==> src/rtl/ie_input_conditioner.sv <==
// Input conditioner for the IE01/IE02 switch and button lines: 2-FF synchronizer plus
// stability-counter debounce per line, registered function words, press pulses and update strobe.

module ie_deb_line #(
   parameter int DEB_CYCLES = 500000,
   parameter int CNT_W      = 19
) (
   input  logic clk,
   input  logic rst,
   input  logic raw,
   output logic stable
);
   localparam logic [CNT_W-1:0] CNT_LAST = CNT_W'(DEB_CYCLES - 1);

   logic             s1, s2;
   logic [CNT_W-1:0] cnt;

   // Any agreement with the stable value restarts the count, so bounces never accumulate.
   always_ff @(posedge clk) begin
      if (rst) begin
         s1     <= 1'b0;
         s2     <= 1'b0;
         cnt    <= '0;
         stable <= 1'b0;
      end else begin
         s1 <= raw;
         s2 <= s1;
         if (s2 == stable) begin
            cnt <= '0;
         end else if (cnt == CNT_LAST) begin
            stable <= s2;
            cnt    <= '0;
         end else begin
            cnt <= cnt + 1'b1;
         end
      end
   end
endmodule

module ie_input_conditioner #(
   parameter int DEB_CYCLES     = 500000,
   parameter int CNT_W          = 19,
   parameter bit BTN_ACTIVE_LOW = 1'b1
) (
   input  logic       clk,
   input  logic       rst,
   input  logic [3:0] ie01_sw,
   input  logic [1:0] ie01_btn,
   input  logic [3:0] ie02_sw,
   input  logic [1:0] ie02_btn,
   output logic [5:0] ie01_fn_q,
   output logic [5:0] ie02_fn_q,
   output logic [1:0] ie01_press,
   output logic [1:0] ie02_press,
   output logic       upd
);
   localparam int NUM_LANES = 12;
   // Button lanes sit in bits [7:6] and [1:0] of the lane vector.
   localparam logic [NUM_LANES-1:0] INV_MASK = BTN_ACTIVE_LOW ? 12'b000011_000011 : 12'b0;

   logic [NUM_LANES-1:0] raw, stable, stable_prev;

   assign raw = {ie01_sw, ie01_btn, ie02_sw, ie02_btn} ^ INV_MASK;

   generate
      for (genvar i = 0; i < NUM_LANES; i++) begin : g_lane
         ie_deb_line #(
            .DEB_CYCLES (DEB_CYCLES),
            .CNT_W      (CNT_W)
         ) u_line (
            .clk    (clk),
            .rst    (rst),
            .raw    (raw[i]),
            .stable (stable[i])
         );
      end
   endgenerate

   assign ie01_fn_q = stable[11:6];
   assign ie02_fn_q = stable[5:0];

   always_ff @(posedge clk) begin
      if (rst) begin
         stable_prev <= '0;
         ie01_press  <= 2'b00;
         ie02_press  <= 2'b00;
         upd         <= 1'b0;
      end else begin
         stable_prev <= stable;
         ie01_press  <= stable[7:6] & ~stable_prev[7:6];
         ie02_press  <= stable[1:0] & ~stable_prev[1:0];
         upd         <= |(stable ^ stable_prev);
      end
   end
endmodule

==> config.mk <==
export PLATFORM = sky130hd
export DESIGN_NAME = ie_input_conditioner
export DESIGN_NICKNAME = d
export VERILOG_FILES = /design/src/rtl/ie_input_conditioner.sv
export SDC_FILE = /design/constraint.sdc
export NUM_CORES = 1
export LEC_CHECK = 0
export ABC_AREA = 1
export ABC_CLOCK_PERIOD_IN_PS = 2800
export CORE_ASPECT_RATIO = 0.8
export CORE_MARGIN = 3
export CORE_UTILIZATION = 38
export CTS_BUF_LIST = sky130_fd_sc_hd__clkbuf_8
export CTS_CLUSTER_SIZE = 20
export DETAILED_ROUTE_END_ITERATION = 10
export PLACE_DENSITY = 0.51
export SYNTH_ARGS = -nofsm -noshare
export SYNTH_HDL_FRONTEND = slang
export SYNTH_HIERARCHICAL = 1
export SYNTH_SLANG_ARGS = --single-unit
==> constraint.sdc <==
create_clock -name clk -period 2.8 [get_ports clk]
set_input_delay 0.42 -clock clk [delete_from_list [all_inputs] [get_ports clk]]
set_output_delay 0.42 -clock clk [all_outputs]
set_load 0.01 [all_outputs]
==> results by stage <==
Synth:
- The most used flip-flop cell after synthesis is dfxtp_1.
- Counting flops with a built-in enable in the synthesized netlist gives 0.
- Summing every instance area after synthesis gives 15000 µm².
- The average cell area after synthesis is 6.71 µm².
- The synthesis warning total is 6.
- The synthesized netlist net count is 2262.
- The share of flip-flops with an asynchronous set or reset is 0%.
- The cell count after synthesis is 2232.
- The number of distinct standard cells referenced by the synthesized netlist is 27.
- Of the synthesized area, sequential elements account for 37.6%.
- The dominant cell type by area after synthesis is dfxtp_1.
- In this run, synthesis produced a sequential element count of 281.
- By area the synthesized netlist is led by dfxtp_1, nand2_1, nor2_1.
- The share of the synthesized area in the top cell type is 37.6%.

Place:
- OpenSTA, run right after detailed placement, puts the worst setup slack at 1.06 ns.
- Port buffering added 30 buffers.
- The placer's final routability congestion estimate is 0.852.
- The detailed-placement wirelength estimate is 22700 µm.
- The instance count after placement with tap cells included is 2778.

Global routing:
- In the global route stage, overall resource usage came out at 15.1%.
- The initial antenna violation count is 0.
- The busiest layer in global routing is met1.
- The met3 track demand over resource is 2.73%.
- The fraction of met1 tracks used by global routing is 22.2%.
- Global routing consumed, on the met2 layer, 22.2% of the routing resources.
- Entering global routing, the biggest net connects 31 pins.
- The first global-routing pass estimated 54100 µm of wire.
- The remaining global-route overflow is 0.
- The via count of the first global-routing pass came to 11600.

STA:
- The count of final hold-check violations was 0.
- Setup repair after global routing left no endpoint under its margin.
- The final-report setup violation count is 0.
- The routed design could run at a clock period as short as 2.09 ns.
- In the post-route analysis, the smallest setup slack over all paths is 0.711 ns.
- For this run, the top clock speed supported by timing is 0.479 GHz.
- The final-layout setup total negative slack is 0 ns.
- The clock skew after layout is 0.0207 ns.
- The tightest slew margin relative to the limit is 80.4%.
- The measured slew at the worst slew-check pin is 0.292 ns.
- Dividing the final minimum period by the clock period gives 74.6%.
- The final max-slew violation count is 0.

Worst setup path:
- The cell class contributing the biggest share of worst-path delay is buffers and inverters.
- The critical setup path kind is reg2out.
- Walking the worst path, the cells encountered are clkdlybuf4s50_1.
- The number of buffers and inverters on the critical path is 1.
- Along the worst path, the maximum fanout reaches 5.
- The kind of launch point of the worst setup path is a flop.
- The endpoint class of the critical path is an output pin.
- The largest incremental delay on the critical path is 0.60 ns.
- The slowest library cell on the worst path is clkdlybuf4s50_1.
- The required time of the critical path is 2.38 ns.
- Data on the critical path arrives at its endpoint at 1.67 ns.

CTS:
- The later-pin clock latency in the skew report is 0.58 ns.
- The clock tree synthesis step divided the H-tree into 2 levels.
- The number of buffers added to fix hold violations after cts is 0.
- Once the clock tree was built, the setup fixing pass inserted 0 buffers.
- The CTS tree is built.
- Once the clock tree was built, the resizer swapped 0 gates to a different size.
- TritonCTS created 49 clock buffers.
- The total number of clock tree sinks is 281.
- The root buffer cell is clkbuf_8.
- The maximum buffer depth of the clock tree is 3.
- Clock-pin slew was measured on the worst setup and hold paths at 0.06 ns.

Layout:
- After filler insertion, the fill cell instance count of the layout stands at 4106.
- The final design utilization is 43.4%.
- From synthesis to final layout, the design area changed by 11.8%.
- In the layout the commonest cells are nand2_1, nor2_1, inv_1.
- The antenna cell count is 0.
- The library cell used most frequently in the layout, excluding fill and tap cells, is nand2_1.
- The post-route netlist has 12.5% of its cells at a drive strength greater than 1.
- The final net count is 2331.
- The multi-input gate area in the final layout is 7670 µm².
- The footprint of the flip-flops and latches is 5630 µm².
- Once layout is complete, the cells apart from fillers number 2867.

Power:
- The worst-case IR drop observed on VDD is 0.000299 V.
- The leakage power total is 6.18 nW.
- Power spread over the standard cell area amounts to 478 nW/µm².

Routing:
- The number of vias after detailed routing is 12500.
- The number of iterations in the first detailed-routing pass is 5.
- In the final routed layout, each cell accounts on average for 10.8 µm.
- The mean number of vias per cell is 4.35.
- The number of remaining DRC errors is 0.
- The routed design has 31000 µm of wire.
- After the first detailed-routing iteration, the DRC count stood at 728.
- In this run the remaining antenna-violating nets after routing total 0.

Floorplanning:
- For this design the top-level I/O count stands at 31.
- The die is 184 µm tall.
- For this configuration, the core starts out at a cell density of 38.8%.
- The floorplan step defined a core boundary enclosing 38600 µm².
- In this run the core area contains 64 standard-cell rows.
- The area of the die is 41900 µm².
- The floorplan step set the die width to 228 µm.

Hold path:
- The worst hold-check path type is in2reg.

Flow run:
- The number of maximum-capacitance violations is 0.

Outcome:
- The run finished with clean final reports.
-- kinds of logic (layout without fill, tap and decap cells) --
logic type	Yosys count	after routing	synth area share [%]
AND/OR/NAND/NOR	1345	1345	39.6
buffers and inverters	390	497	11.2
flip-flops	281	281	37.6
adder cells (fa/ha/maj)	16	16	1.34
XOR/XNOR	141	141	8.24
AO/OA/AOI/OAI	59	59	2.00
-- cells in the mapped netlist (13+ instances only) --
master and count:
nand4_1 13, xnor2_1 38, nand3_1 131, nor2_2 134, inv_2 20, o21ai_0 38
xor2_1 103, nor2_4 22, a21oi_1 19, nor2_1 476, ha_1 16, nand3_2 25
dfxtp_1 281, inv_1 344, nand2_1 525
-- through the flow --
| stage | cell area [µm²] | power, mW | hold slack (ns) |
|---|---|---|---|
| 2_1_floorplan | 15000 | 4.21 | 0.388 |
| 3_5_place_dp | 15700 | 4.24 | 0.393 |
| 6_report | 16800 | 8.02 | 0.195 |
| 3_3_place_gp | 15700 | 4.24 | 0.390 |
| 5_1_grt | 16800 | 8.41 | 0.178 |
| 4_1_cts | 16800 | 8.23 | 0.151 |
-- final cells by class --
| class | instances | share of cell area [%] |
|---|---|---|
| multi-input combinational | 1561 | 45.8 |
| clock buffer | 69 | 5.67 |
| tap | 528 | 3.94 |
| clock inverter | 20 | 0.485 |
| timing repair buffer | 32 | 1.93 |
| sequential | 281 | 33.6 |
| inverter | 376 | 8.60 |
-- where the power goes --
part           total (mW)  internal [mW]  switching, mW
combinational       0.120         0.0412         0.0786
clock                3.86           2.17           1.69
sequential           4.03           4.02         0.0130
total                8.02           6.23           1.79
-- registers in the layout, indices dropped and copies added (netlist names) --
signal and count:
g_lane.u_line/s2 12, g_lane.u_line/stable 12, stable_prev 12, g_lane.u_line/cnt 228
ie01_press 2, upd 1, ie02_press 2, g_lane.u_line/s1 12
-- routing by layer --
metal	share of wire (%)	up-vias
met5	0	-
met4	2.4	0
met3	4.1	58
met2	39	177
met1	54	5433
li1	-	6811
-- final timing paths --
kind | start | to | slack, ns | depth (start not counted)
max | g_lane[11].u_line/stable | ie01_fn_q[5] | 0.71 | 1
min | rst | g_lane[11].u_line/s1 | 0.20 | 2
max reg2reg | g_lane[5].u_line/cnt[0] | g_lane[5].u_line/cnt[14] | 1.20 | 8
min reg2reg | g_lane[11].u_line/s1 | g_lane[11].u_line/s2 | 0.40 | 2
(Power assumes the default switching activity.)
